### config.mk
export PLATFORM = sky130hd
export DESIGN_NAME = hash_request_sequencer
export DESIGN_NICKNAME = d
export VERILOG_FILES = /design/src/rtl/hash_request_sequencer.sv
export SDC_FILE = /design/constraint.sdc
export NUM_CORES = 1
export LEC_CHECK = 0
export ABC_AREA = 1
export CORE_ASPECT_RATIO = 1.4
export CORE_MARGIN = 10
export CORE_UTILIZATION = 37
export DETAILED_ROUTE_END_ITERATION = 7
export PLACE_DENSITY = 0.89
export SETUP_SLACK_MARGIN = 0.05
export SYNTH_ARGS = -nofsm -noshare
export SYNTH_HDL_FRONTEND = slang
export SYNTH_SLANG_ARGS = --single-unit
### constraint.sdc
create_clock -name clk -period 2.2 [get_ports clk]
set_clock_uncertainty 0.1 [all_clocks]
set_input_delay 0.44 -clock clk [delete_from_list [all_inputs] [get_ports clk]]
set_output_delay 0.44 -clock clk [all_outputs]
set_load 0.05 [all_outputs]
### src/rtl/hash_request_sequencer.sv
`default_nettype none
// ============================================================================
// Module      : hash_request_sequencer
// Description : Front-end stage in front of the hash table controller.
//               Accepts one read/write/delete request at a time, latches it,
//               drives the key to the external hash unit, issues the table
//               read, waits READ_LATENCY cycles, presents the operation to the
//               controller for a single evaluation cycle, then holds the
//               result as a response until it is accepted. Also keeps a
//               saturating count of stored elements.
//
// Ports:
//   clk, reset                 clock (rising edge) / synchronous active-high reset
//   req_valid_i/req_ready_o    request handshake
//   req_op_i                   00 nop, 01 read, 10 write, 11 delete
//   req_key_i, req_data_i      request key / write data
//   hash_key_o                 latched key driven to the hash unit
//   hash_adr_i                 per-table hash of hash_key_o (combinational)
//   tbl_rd_en_o, tbl_rd_adr_o  table read strobe / addresses
//   ctrl_key_o, ctrl_data_o    latched key / data to the controller
//   ctrl_op_o                  op to the controller (non-zero only in EVAL)
//   ctrl_hash_adr_o            registered hash addresses to the controller
//   ctrl_read_data_i           controller read data
//   ctrl_no_*_i, ctrl_key_already_present_i   controller status flags
//   resp_valid_o/resp_ready_i  response handshake
//   resp_data_o, resp_status_o held response (status: 000 ok, 001 not found,
//                              010 no deletion target, 011 no write space,
//                              100 key present)
//   element_count_o            number of stored elements
//
// Revision    : 1.0  initial release
// ============================================================================
module hash_request_sequencer #(
  parameter int unsigned KEY_WIDTH           = 2,
  parameter int unsigned DATA_WIDTH          = 32,
  parameter int unsigned NUMBER_OF_TABLES    = 3,
  parameter int unsigned HASH_TABLE_MAX_SIZE = 2,
  parameter int unsigned READ_LATENCY        = 1,
  parameter int unsigned COUNT_WIDTH         = 8
) (
  input  logic                                          clk,
  input  logic                                          reset,
  input  logic                                          req_valid_i,
  output logic                                          req_ready_o,
  input  logic [1:0]                                    req_op_i,
  input  logic [KEY_WIDTH-1:0]                          req_key_i,
  input  logic [DATA_WIDTH-1:0]                         req_data_i,
  output logic [KEY_WIDTH-1:0]                          hash_key_o,
  input  logic [HASH_TABLE_MAX_SIZE*NUMBER_OF_TABLES-1:0] hash_adr_i,
  output logic                                          tbl_rd_en_o,
  output logic [HASH_TABLE_MAX_SIZE*NUMBER_OF_TABLES-1:0] tbl_rd_adr_o,
  output logic [KEY_WIDTH-1:0]                          ctrl_key_o,
  output logic [DATA_WIDTH-1:0]                         ctrl_data_o,
  output logic [1:0]                                    ctrl_op_o,
  output logic [HASH_TABLE_MAX_SIZE*NUMBER_OF_TABLES-1:0] ctrl_hash_adr_o,
  input  logic [DATA_WIDTH-1:0]                         ctrl_read_data_i,
  input  logic                                          ctrl_no_element_found_i,
  input  logic                                          ctrl_no_deletion_target_i,
  input  logic                                          ctrl_no_write_space_i,
  input  logic                                          ctrl_key_already_present_i,
  output logic                                          resp_valid_o,
  input  logic                                          resp_ready_i,
  output logic [DATA_WIDTH-1:0]                         resp_data_o,
  output logic [2:0]                                    resp_status_o,
  output logic [COUNT_WIDTH-1:0]                        element_count_o
);

  localparam int unsigned c_ADR_W = HASH_TABLE_MAX_SIZE * NUMBER_OF_TABLES;
  // Down-counter spans READ_LATENCY-1 .. 0; keep at least one bit.
  localparam int unsigned c_CNT_W = (READ_LATENCY > 1) ? $clog2(READ_LATENCY) : 1;
  localparam logic [c_CNT_W-1:0]     c_RD_LOAD   = c_CNT_W'(READ_LATENCY - 1);
  localparam logic [COUNT_WIDTH-1:0] c_COUNT_MAX = '1;

  localparam logic [1:0] c_OP_NOP   = 2'b00;
  localparam logic [1:0] c_OP_READ  = 2'b01;
  localparam logic [1:0] c_OP_WRITE = 2'b10;
  localparam logic [1:0] c_OP_DEL   = 2'b11;

  localparam logic [2:0] c_ST_OK       = 3'b000;
  localparam logic [2:0] c_ST_NOTFOUND = 3'b001;
  localparam logic [2:0] c_ST_NODEL    = 3'b010;
  localparam logic [2:0] c_ST_NOSPACE  = 3'b011;
  localparam logic [2:0] c_ST_PRESENT  = 3'b100;

  typedef enum logic [1:0] {
    ST_IDLE = 2'd0,
    ST_READ = 2'd1,
    ST_EVAL = 2'd2,
    ST_RESP = 2'd3
  } state_t;

  state_t                  state_q, state_d;
  logic [c_CNT_W-1:0]      rd_cnt_q, rd_cnt_d;
  logic [1:0]              op_q, op_d;
  logic [KEY_WIDTH-1:0]    key_q, key_d;
  logic [DATA_WIDTH-1:0]   data_q, data_d;
  logic                    req_ready_q, req_ready_d;
  logic                    tbl_rd_en_q, tbl_rd_en_d;
  logic [c_ADR_W-1:0]      hash_adr_q, hash_adr_d;
  logic [1:0]              ctrl_op_q, ctrl_op_d;
  logic                    resp_valid_q, resp_valid_d;
  logic [DATA_WIDTH-1:0]   resp_data_q, resp_data_d;
  logic [2:0]              resp_status_q, resp_status_d;
  logic [COUNT_WIDTH-1:0]  count_q, count_d;

  logic [2:0]              w_status;

  // Controller status with fixed priority; only consumed during EVAL.
  always_comb begin
    w_status = c_ST_OK;
    if (ctrl_key_already_present_i) begin
      w_status = c_ST_PRESENT;
    end else if (ctrl_no_write_space_i) begin
      w_status = c_ST_NOSPACE;
    end else if (ctrl_no_deletion_target_i) begin
      w_status = c_ST_NODEL;
    end else if (ctrl_no_element_found_i) begin
      w_status = c_ST_NOTFOUND;
    end
  end

  always_comb begin
    state_d       = state_q;
    rd_cnt_d      = rd_cnt_q;
    op_d          = op_q;
    key_d         = key_q;
    data_d        = data_q;
    hash_adr_d    = hash_adr_q;
    resp_valid_d  = resp_valid_q;
    resp_data_d   = resp_data_q;
    resp_status_d = resp_status_q;
    count_d       = count_q;
    // Single-cycle strobes default low.
    tbl_rd_en_d   = 1'b0;
    ctrl_op_d     = c_OP_NOP;

    case (state_q)
      ST_IDLE: begin
        // A nop handshake is simply consumed and leaves everything as is.
        if (req_valid_i && req_ready_q && (req_op_i != c_OP_NOP)) begin
          op_d        = req_op_i;
          key_d       = req_key_i;
          data_d      = req_data_i;
          rd_cnt_d    = c_RD_LOAD;
          // Strobe lines up with the first READ cycle.
          tbl_rd_en_d = 1'b1;
          state_d     = ST_READ;
        end
      end

      ST_READ: begin
        // The hash unit sees the latched key from the first READ cycle on,
        // so that is when its result is captured for the controller.
        if (tbl_rd_en_q) begin
          hash_adr_d = hash_adr_i;
        end
        if (rd_cnt_q == '0) begin
          // ctrl_op is registered, so load it here to be live during EVAL.
          ctrl_op_d = op_q;
          state_d   = ST_EVAL;
        end else begin
          rd_cnt_d = rd_cnt_q - c_CNT_W'(1);
        end
      end

      ST_EVAL: begin
        resp_status_d = w_status;
        if ((op_q == c_OP_READ) && !ctrl_no_element_found_i) begin
          resp_data_d = ctrl_read_data_i;
        end else begin
          resp_data_d = '0;
        end
        if ((op_q == c_OP_WRITE) && (w_status == c_ST_OK) && (count_q != c_COUNT_MAX)) begin
          count_d = count_q + COUNT_WIDTH'(1);
        end else if ((op_q == c_OP_DEL) && (w_status == c_ST_OK) && (count_q != '0)) begin
          count_d = count_q - COUNT_WIDTH'(1);
        end
        resp_valid_d = 1'b1;
        state_d      = ST_RESP;
      end

      ST_RESP: begin
        // Data and status stay held; only valid drops on the handshake.
        if (resp_ready_i) begin
          resp_valid_d = 1'b0;
          state_d      = ST_IDLE;
        end
      end

      default: begin
        state_d = ST_IDLE;
      end
    endcase

    // Registered ready follows the next state, so it is high exactly in IDLE
    // (apart from the first cycle after reset, where every output is 0).
    req_ready_d = (state_d == ST_IDLE);
  end

  always_ff @(posedge clk) begin
    if (reset) begin
      state_q       <= ST_IDLE;
      rd_cnt_q      <= '0;
      op_q          <= '0;
      key_q         <= '0;
      data_q        <= '0;
      req_ready_q   <= 1'b0;
      tbl_rd_en_q   <= 1'b0;
      hash_adr_q    <= '0;
      ctrl_op_q     <= '0;
      resp_valid_q  <= 1'b0;
      resp_data_q   <= '0;
      resp_status_q <= '0;
      count_q       <= '0;
    end else begin
      state_q       <= state_d;
      rd_cnt_q      <= rd_cnt_d;
      op_q          <= op_d;
      key_q         <= key_d;
      data_q        <= data_d;
      req_ready_q   <= req_ready_d;
      tbl_rd_en_q   <= tbl_rd_en_d;
      hash_adr_q    <= hash_adr_d;
      ctrl_op_q     <= ctrl_op_d;
      resp_valid_q  <= resp_valid_d;
      resp_data_q   <= resp_data_d;
      resp_status_q <= resp_status_d;
      count_q       <= count_d;
    end
  end

  assign req_ready_o     = req_ready_q;
  assign hash_key_o      = key_q;
  assign ctrl_key_o      = key_q;
  assign ctrl_data_o     = data_q;
  assign tbl_rd_en_o     = tbl_rd_en_q;
  // First READ cycle passes the live hash through; afterwards the captured
  // copy holds the address steady.
  assign tbl_rd_adr_o    = tbl_rd_en_q ? hash_adr_i : hash_adr_q;
  assign ctrl_hash_adr_o = hash_adr_q;
  assign ctrl_op_o       = ctrl_op_q;
  assign resp_valid_o    = resp_valid_q;
  assign resp_data_o     = resp_data_q;
  assign resp_status_o   = resp_status_q;
  assign element_count_o = count_q;

endmodule
`default_nettype wire

==> flow_summary_export.csv, run 1 <==
group,metric,value,unit
final_layout,final_cell_mix,"165 x clkdlybuf4s50_1, 95 x nor2_1, 84 x dfxtp_1",
synthesis,netlist_top_cells_area,"dfxtp_1 50%, o21ai_0 11%, nor2_1 9.9%",
clocking,cts_setup_buffers,0,
final_layout,final_common_cell,"clkdlybuf4s50_1",
routing,antenna_left,0,
worst_setup_path,worstSetupPathType,"reg2out",
worst_setup_path,cp.required,1.66,ns
place,dpl_cell_area,5780,um2
routing,drtIter0Drc,132,
clocking,clockRootBuffer,"clkbuf_16",
floorplan,num_rows,43,
routing,remaining_drc_errors,0,
synthesis,syn_inst,490,
timing,worstMarginPinSlew,0.556,ns
clocking,cts_buffers,9,
routing,post_drt_wl_per_cell,15.8,um
final_layout,final_area,6180,um2
power_and_ir_drop,power_density,761,nW/um2
synthesis,synth_xor_area_share,0.946,%
timing,final-hold-violation-count,0,
timing,setup_viol,0,
clocking,clk_latency,0.33,ns
min_path,whs_path_depth,2,
timing,report.final.slew_viol_count,0,
global_routing,grt_max_degree,60,
synthesis,syn_area,3700,um2
worst_setup_path,critPathMaxStageDelay,0.83,ns
floorplan,start_util,37.6,%
worst_setup_path,critPathTopFamily,"buffers and inverters",
clocking,clockBufferDepth,2,
power_and_ir_drop,p_total,4700,uW
power_and_ir_drop,ir_drop,0.570,mV
place,gp_congestion,0.893,
synthesis,synthAdderAreaFrac,2.57,%
global_routing,first_global_vias,4075,
final_layout,area_growth_syn_to_layout,66.8,%
synthesis,synth-seq-area-share,49.7,%
clocking,cts.hold.buffers_added,0,
worst_setup_path,cp_slowest_cell,"clkdlybuf4s50_1",
final_layout,final_nets,758,
worst_setup_path,r2r_cells,15,
floorplan,dieArea,14500,um2
worst_setup_path,reg2reg_slack,0.17,ns
worst_setup_path,path_max_fanout,5,
synthesis,synth_compound_area_share,19.2,%
synthesis,synthSimpleGateAreaFrac,21.1,%
min_path,hold_path.class,"reg2reg",
timing,max-slew-margin-rel,62.8,%
worst_setup_path,r2r_start,"op_q[1]",
synthesis,syn_area_per_cell,7.56,um2
clocking,clk_pin_slew,0.06,ns
global_routing,grt_usage,17.1,%
worst_setup_path,critPathArrivalTime,1.56,ns
final_layout,drive_gt1_share,11.7,%
worst_setup_path,crit_path_start_kind,"flip-flop",
timing,fin_crit,2.10,ns
floorplan,core_area,9850,um2
synthesis,synth_nets,579,
synthesis,yosysUniqueCellTypes,29,
run_status,status,"completed",
global_routing,grt_pass1_wl,20500,um
min_path,hold_end,"resp_status_o[1]",
floorplan,ios,178,
floorplan,die_w,105,um
global_routing,grt-ovfl-total,0,
min_path,min-delay-start,"resp_status_o[1]",
synthesis,synth_top_family_by_area,"simple AND/OR/NAND/NOR gates",
final_layout,fillers,816,
routing,vias,3966,
timing,holdWs,0.369,ns
routing,dr.pass1.iters,4,
clocking,cts_tree,"done",
worst_setup_path,r2r_end,"element_count_o[7]",
job,maxCapViolCount,0,
power_and_ir_drop,power_leakage,0.00239,uW
global_routing,antenna_found_initial,0,
synthesis,yosys_warnings,0,
floorplan,dieHeight,138,um
worst_setup_path,crit_buf_inv,1,
timing,final.period_utilization,95.2,%
timing,rsz0062_at_grt,"no",
synthesis,yosysTopAreaCell,"dfxtp_1",
place,hpwl,9800,um
final_layout,diodes,0,
worst_setup_path,path_cells,"clkdlybuf4s50_1",
synthesis,synth_mux_area_share,0,%
timing,fmax,477,MHz
clocking,htree_levels,3,
routing,vias_per_cell,4.90,
routing,drt-total-wl,12800,um
place,io_buffers,177,
clocking,cts_sinks,92,
synthesis,synth_top_area_share,49.7,%
worst_setup_path,endpoint_kind,"output pin",
synthesis,ys_ff_latch,92,
==> cell usage after synthesis (all sizes together) <==
cell type,number
fa,1
ha,6
o221a,1
xor2,3
inv,24
nand2,81
and3,1
a21oi,45
o21ai,81
dfxtp,92
a211oi,6
or2,1
xnor2,1
o211ai,2
nor2,101
nand4,1
nor3,7
nand3,5
clkbuf,20
buf,11
==> flip-flops by register name, indices dropped and copies added, names as in the netlist <==
name and flops:
resp_valid_o 1, tbl_rd_en_o 1, ctrl_data_o 32, ctrl_hash_adr_o 6, ctrl_key_o 2, resp_data_o 32, resp_status_o 3, ctrl_op_o 2
state_q 2, element_count_o 8, req_ready_o 1, op_q 2
==> cell type report <==
type / count / area (um2) / share of cell area [%]
inverter: 24 / 90.1 / 1.46
clock buffer: 11 / 243 / 3.93
clock inverter: 5 / 57.6 / 0.932
tap: 135 / 169 / 2.74
multi-input combinational: 343 / 1720 / 27.9
timing repair buffer: 199 / 2030 / 32.9
sequential: 92 / 1860 / 30.1
==> worst max-delay path by stage <==
stage,from,end,slack (ns),depth (start not counted)
2_1_floorplan,tbl_rd_en_o,tbl_rd_adr_o[0],-0.24,2
3_3_place_gp,ctrl_no_deletion_target_i,element_count_o[7],-0.46,17
3_5_place_dp,ctrl_no_deletion_target_i,element_count_o[7],-0.54,16
4_1_cts,element_count_o[2],element_count_o[2],0.09,1
5_1_grt,ctrl_no_write_space_i,element_count_o[7],0.04,17
6_report,element_count_o[2],element_count_o[2],0.10,1
==> kinds of logic after synthesis <==
kind of cell	after synthesis
simple gates	197
compound gates	135
flops	92
fa+ha+maj	7
xor+xnor	4
buf+inv	55
==> through the flow <==
step	utilization, %	std cells	setup slack, ns	TNS, ns
floorplan	-	490	-0.238	-2.11
global placement	58.7	793	-0.456	-2.54
detailed placement	58.7	793	-0.538	-2.99
CTS	62.4	809	0.0856	0
global route	62.7	809	0.0404	0
finish	62.7	809	0.105	0
==> timing repair <==
action                                  CTS  global route
resized for setup                        15            11
pin swaps                                 9             9
endpoints found under the setup margin    6             5
==> where the power goes <==
group	switching, uW	internal, uW
clock network	654	916
logic	796	471
registers	69.6	1790
==> routing by layer <==
metal / track usage (%) / vias to the layer above / share of wire, %
met5: 0 / - / 0
met4: 6.61 / 0 / 2.6
met3: 8.00 / 21 / 9.6
met2: 31.2 / 144 / 53
met1: 16.2 / 1843 / 35
li1: - / 1958 / -
(Power assumes the default switching activity.)
==> run 2, diff against run 1 <==
--- a/config.mk
+++ b/config.mk
@@ -7,7 +7,6 @@
 export LEC_CHECK = 0
 export ABC_AREA = 1
 export CORE_ASPECT_RATIO = 1.4
-export CORE_MARGIN = 10
 export CORE_UTILIZATION = 37
 export DETAILED_ROUTE_END_ITERATION = 7
 export PLACE_DENSITY = 0.89
==> flow_summary_export.csv, run 2 (synthesis gave the netlist of run 1 again) <==
group,metric,value,unit
run_status,status,"completed",
timing,fin_crit,2.13,ns
routing,drt-total-wl,12200,um
worst_setup_path,path_max_fanout,5,
clocking,cts_tree,"done",
timing,final.period_utilization,96.7,%
global_routing,grt_usage,23.8,%
global_routing,antenna_found_initial,0,
worst_setup_path,r2r_start,"element_count_o[2]",
min_path,hold_path.class,"in2reg",
routing,antenna_left,0,
worst_setup_path,critPathArrivalTime,2.29,ns
worst_setup_path,critPathTopFamily,"simple AND/OR/NAND/NOR gates",
power_and_ir_drop,power_density,735,nW/um2
worst_setup_path,cpMostUsedCell,"nand2_2",
place,gp_congestion,0.936,
job,maxCapViolCount,0,
worst_setup_path,cp.required,2.36,ns
worst_setup_path,crit_buf_inv,1,
global_routing,grt_pass1_wl,19500,um
worst_setup_path,critPathMaxStageDelay,0.38,ns
timing,setup_viol,0,
worst_setup_path,endpoint_kind,"flip-flop",
final_layout,diodes,0,
routing,drtIter0Drc,142,
worst_setup_path,crit_path_start_kind,"flip-flop",
timing,worstMarginPinSlew,0.545,ns
timing,fin_setup_tns,0,ns
floorplan,ios,178,
worst_setup_path,path_cells,"nand2_1 -> nor2_1 -> nand2_1 -> nand2_2 -> buf_6 -> ha_4 -> nand2_2 -> nand2_2 -> nand2_1 -> nand2_2 -> nor2_4 -> nand3_2 -> nand2_2 -> nand2_2 -> a21oi_2",
floorplan,core_area,9560,um2
place,hpwl,8350,um
clocking,clk_latency,0.34,ns
final_layout,fillers,763,
floorplan,dieArea,10400,um2
min_path,min-delay-start,"ctrl_key_already_present_i",
clocking,cts_sinks,92,
timing,final-hold-violation-count,0,
clocking,cts.hold.buffers_added,0,
global_routing,grt_max_degree,68,
final_layout,final_common_cell,"clkdlybuf4s50_1",
global_routing,first_global_vias,4192,
worst_setup_path,startpoint,"element_count_o[2]",
final_layout,multi_input_area,1810,um2
final_layout,final_cell_mix,"165 x clkdlybuf4s50_1, 94 x nor2_1, 83 x dfxtp_1",
global_routing,grt-ovfl-total,0,
clocking,clk_pin_slew,0.06,ns
clocking,htree_levels,3,
routing,dr.pass1.iters,4,
power_and_ir_drop,p_total,4660,uW
routing,vias_per_cell,5.00,
place,io_buffers,177,
power_and_ir_drop,ir_drop,0.493,mV
final_layout,drive_gt1_share,16.4,%
floorplan,num_rows,42,
timing,report.final.slew_viol_count,0,
timing,fmax,470,MHz
clocking,clockRootBuffer,"clkbuf_16",
final_layout,final_nets,769,
routing,vias,4085,
worst_setup_path,cp_slowest_cell,"dfxtp_4",
clocking,cts_buffers,9,
floorplan,dieHeight,120,um
routing,post_drt_wl_per_cell,15.0,um
power_and_ir_drop,power_leakage,0.00247,uW
floorplan,start_util,38.7,%
worst_setup_path,worstSetupPathType,"reg2reg",
floorplan,die_w,86.5,um
final_layout,area_growth_syn_to_layout,71.4,%
routing,remaining_drc_errors,0,
final_layout,ff_latch_area,1870,um2
timing,max-slew-margin-rel,63.6,%
clocking,clockBufferDepth,2,
==> run 2: cell types whose count changed in the layout (fill, tap and decap cells not counted), sizes merged <==
cell           previous run  this run
clkinv                    2         4
dlygate4sd2               3         0
clkinvlp                  1         0
inv                      25        23
clkbuf                   11        16
buf                      30        41
clkdlybuf4s15             1         0
==> run 2: final cells by class <==
type                       instances  share of cell area (%)
timing repair buffer             210                    33.3
sequential                        92                    29.5
multi-input combinational        343                    28.6
clock buffer                      12                    3.88
tap                              132                    2.60
inverter                          24                    1.42
clock inverter                     4                   0.769
==> run 2: metal layers <==
metal  vias up  GRT usage (%)  share of wire [%]
li1       1982              -                  -
met1      1900           25.0                 37
met2       157           43.1                 54
met3        46           5.12                5.4
met4         0           13.8                4.3
met5         -              0                  0
==> run 2: what timing repair did <==
action	in CTS	in global routing
buffers inserted	6	7
setup endpoints to repair	6	8
pin swaps	12	19
cloned	0	0
resized for setup	24	38
==> run 2: final timing paths <==
| check | end | slack (ns) | depth (start not counted) |
|---|---|---|---|
| min | resp_status_o[2] | 0.32 | 3 |
| max | element_count_o[7] | 0.07 | 15 |
| min reg2reg | ctrl_hash_adr_o[2] | 0.37 | 2 |
| max reg2reg | element_count_o[7] | 0.07 | 15 |
==> run 2: worst reg2reg max path: cells and delay by family (launching register included) <==
| family | cells | cell delay [ns] |
|---|---|---|
| DFF | 1 | 0.38 |
| buffers and inverters | 1 | 0.14 |
| and+or+nand+nor | 12 | 1.10 |
| adders and majority gates | 1 | 0.21 |
| AOI/OAI and AO/OA | 1 | 0.12 |
==> run 2: through the flow <==
| step | setup WS (ns) | instances | area [um2] | hold WS, ns | utilization [%] |
|---|---|---|---|---|---|
| 2_1_floorplan | -0.238 | 490 | 3720 | 0.385 | - |
| 6_report | 0.0718 | 817 | 6340 | 0.323 | 66.3 |
| 4_1_cts | 0.0873 | 810 | 6230 | 0.380 | 65.1 |
| 3_5_place_dp | -0.530 | 788 | 5780 | 0.366 | 60.4 |
| 5_1_grt | -0.0119 | 817 | 6340 | 0.339 | 66.3 |
| 3_3_place_gp | -0.385 | 788 | 5780 | 0.354 | 60.4 |
==> run 2: report_power, final <==
| part | switching, uW | internal [uW] |
|---|---|---|
| logic | 794 | 477 |
| clock network | 617 | 910 |
| registers | 74.3 | 1790 |
| total | 1490 | 3180 |
==> run 3, diff against run 2 <==
--- a/config.mk
+++ b/config.mk
@@ -7,9 +7,9 @@
 export LEC_CHECK = 0
 export ABC_AREA = 1
 export CORE_ASPECT_RATIO = 1.4
-export CORE_UTILIZATION = 37
+export CORE_UTILIZATION = 35
 export DETAILED_ROUTE_END_ITERATION = 7
-export PLACE_DENSITY = 0.89
+export PLACE_DENSITY = 0.85
 export SETUP_SLACK_MARGIN = 0.05
 export SYNTH_ARGS = -nofsm -noshare
 export SYNTH_HDL_FRONTEND = slang
==> flow_summary_export.csv, run 3 (synthesis gave the netlist of run 1 again) <==
group,metric,value,unit
routing,vias,4023,
power_and_ir_drop,switching_share,32.2,%
global_routing,grt_usage,21.0,%
power_and_ir_drop,power_density,727,nW/um2
final_layout,diodes,0,
worst_setup_path,critPathArrivalTime,2.19,ns
routing,drtIter0Drc,174,
power_and_ir_drop,power_frac_seq,40.9,%
clocking,clockBufferDepth,2,
power_and_ir_drop,net-switching-power,1460,uW
min_path,hold_path.class,"in2reg",
job,maxCapViolCount,0,
global_routing,first_global_vias,3946,
power_and_ir_drop,power_leakage,0.00244,uW
floorplan,core_area,10300,um2
routing,dr.pass1.iters,6,
timing,final-hold-violation-count,0,
final_layout,final_cell_mix,"164 x clkdlybuf4s50_1, 94 x nor2_1, 83 x dfxtp_1",
global_routing,grt-ovfl-total,0,
clocking,cts_sinks,92,
power_and_ir_drop,combPwrFrac,27.5,%
final_layout,finish.utilization,60.5,%
final_layout,final_common_cell,"clkdlybuf4s50_1",
final_layout,drive_gt1_share,15.4,%
timing,finalWorstSetupSlack,0.130,ns
worst_setup_path,cpMostUsedCell,"buf_4",
place,gp_congestion,0.872,
global_routing,grt_max_degree,64,
clocking,cts_tree,"done",
timing,rsz0062_at_grt,"yes",
place,place_inst,793,
clocking,htree_levels,3,
routing,antenna_left,0,
worst_setup_path,crit_path_start_kind,"input pin",
floorplan,dieHeight,124,um
floorplan,ios,178,
timing,worstMarginPinSlew,0.556,ns
final_layout,fin_cells,820,
global_routing,grt_pass1_wl,17900,um
worst_setup_path,worstSetupPathType,"in2reg",
worst_setup_path,path_max_fanout,10,
final_layout,final_nets,766,
routing,post_drt_wl_per_cell,14.3,um
final_layout,multi_input_area,1780,um2
timing,setup_viol,0,
worst_setup_path,cp_slowest_cell,"o21ai_0",
routing,vias_per_cell,4.91,
final_layout,area_growth_syn_to_layout,69.1,%
clocking,clk_latency,0.33,ns
timing,fmax,483,MHz
timing,fin_crit,2.07,ns
floorplan,start_util,35.8,%
power_and_ir_drop,ir_drop,0.444,mV
final_layout,ff_latch_area,1870,um2
place,hpwl,8240,um
global_routing,antenna_found_initial,0,
routing,remaining_drc_errors,0,
floorplan,num_rows,44,
clocking,cts.hold.buffers_added,0,
power_and_ir_drop,pwr-share-clk,31.6,%
place,place_ws,-0.525,ns
clocking,clockRootBuffer,"clkbuf_16",
floorplan,die_w,88.9,um
final_layout,fillers,879,
worst_setup_path,critPathMaxStageDelay,0.23,ns
clocking,cts_buffers,9,
place,io_buffers,177,
worst_setup_path,endpoint_kind,"flip-flop",
clocking,clk_pin_slew,0.06,ns
worst_setup_path,cp.required,2.32,ns
routing,drt-total-wl,11800,um
timing,final.period_utilization,94.1,%
timing,max-slew-margin-rel,62.8,%
worst_setup_path,path_cells,"clkbuf_2 -> nor2_1 -> nand2_1 -> buf_4 -> buf_4 -> buf_4 -> buf_4 -> nor3_1 -> nand2_1 -> nand2_1 -> nand2_2 -> o21ai_0 -> nor2_1",
run_status,status,"completed",
power_and_ir_drop,p_int,3090,uW
floorplan,dieArea,11000,um2
timing,report.final.slew_viol_count,0,
run 3: area by class of cell:
class,instances,share of cell area [%]
Tap cell,138,2.76
Clock inverter,3,0.340
Inverter,24,1.44
Timing Repair Buffer,207,33.0
Multi-Input combinational cell,343,28.4
Sequential cell,92,29.9
Clock buffer,13,4.16
run 3: final timing paths:
| check | start | to | slack [ns] | cells after the start |
|---|---|---|---|---|
| worst min register to register | ctrl_hash_adr_o[4] | ctrl_hash_adr_o[4] | 0.38 | 2 |
| worst max register to register | element_count_o[7] | element_count_o[7] | 0.16 | 15 |
| worst min-delay path | ctrl_key_already_present_i | resp_status_o[2] | 0.29 | 3 |
| worst max-delay path | ctrl_no_deletion_target_i | element_count_o[0] | 0.13 | 13 |
run 3: power by group through the flow:
stage	Combinational (uW)	Sequential (uW)	Clock, uW
after global placement	1230	1890	0
after detailed placement	1250	1900	0
after global routing	1320	1870	1540
after floorplan	299	2320	0
final	1250	1860	1440
after CTS	1250	1870	1480
run 3: repair_timing:
action                     4_1_cts  5_1_grt
setup buffers                    4        7
pin swaps                       13       21
gates resized for setup         23       31
setup endpoints to repair        6        9
run 3: per-stage QoR:
stage,total power (uW),hold WS [ns],cell area [um2],setup TNS [ns]
final,4550,0.295,6260,0
after global routing,4740,0.309,6260,0
after CTS,4600,0.372,6150,0
after detailed placement,3150,0.362,5750,-3.07
after global placement,3120,0.353,5750,-2.49
after floorplan,2620,0.385,3720,-2.11
run 3: critical path: cells and delay by family:
kind / cells / cell delay [ns]
simple gates: 7 / 0.90
buf+inv: 5 / 0.62
compound gates: 1 / 0.23
run 3: per-layer routing:
metal / routed length (um) / share of wire (%) / GRT usage [%] / vias to the layer above
met5: 0 / 0 / 0 / -
met4: 448 / 3.8 / 11.2 / 0
met1: 4390 / 37 / 21.5 / 1856
li1: - / - / - / 1976
met2: 6120 / 52 / 37.9 / 154
met3: 798 / 6.8 / 6.23 / 37
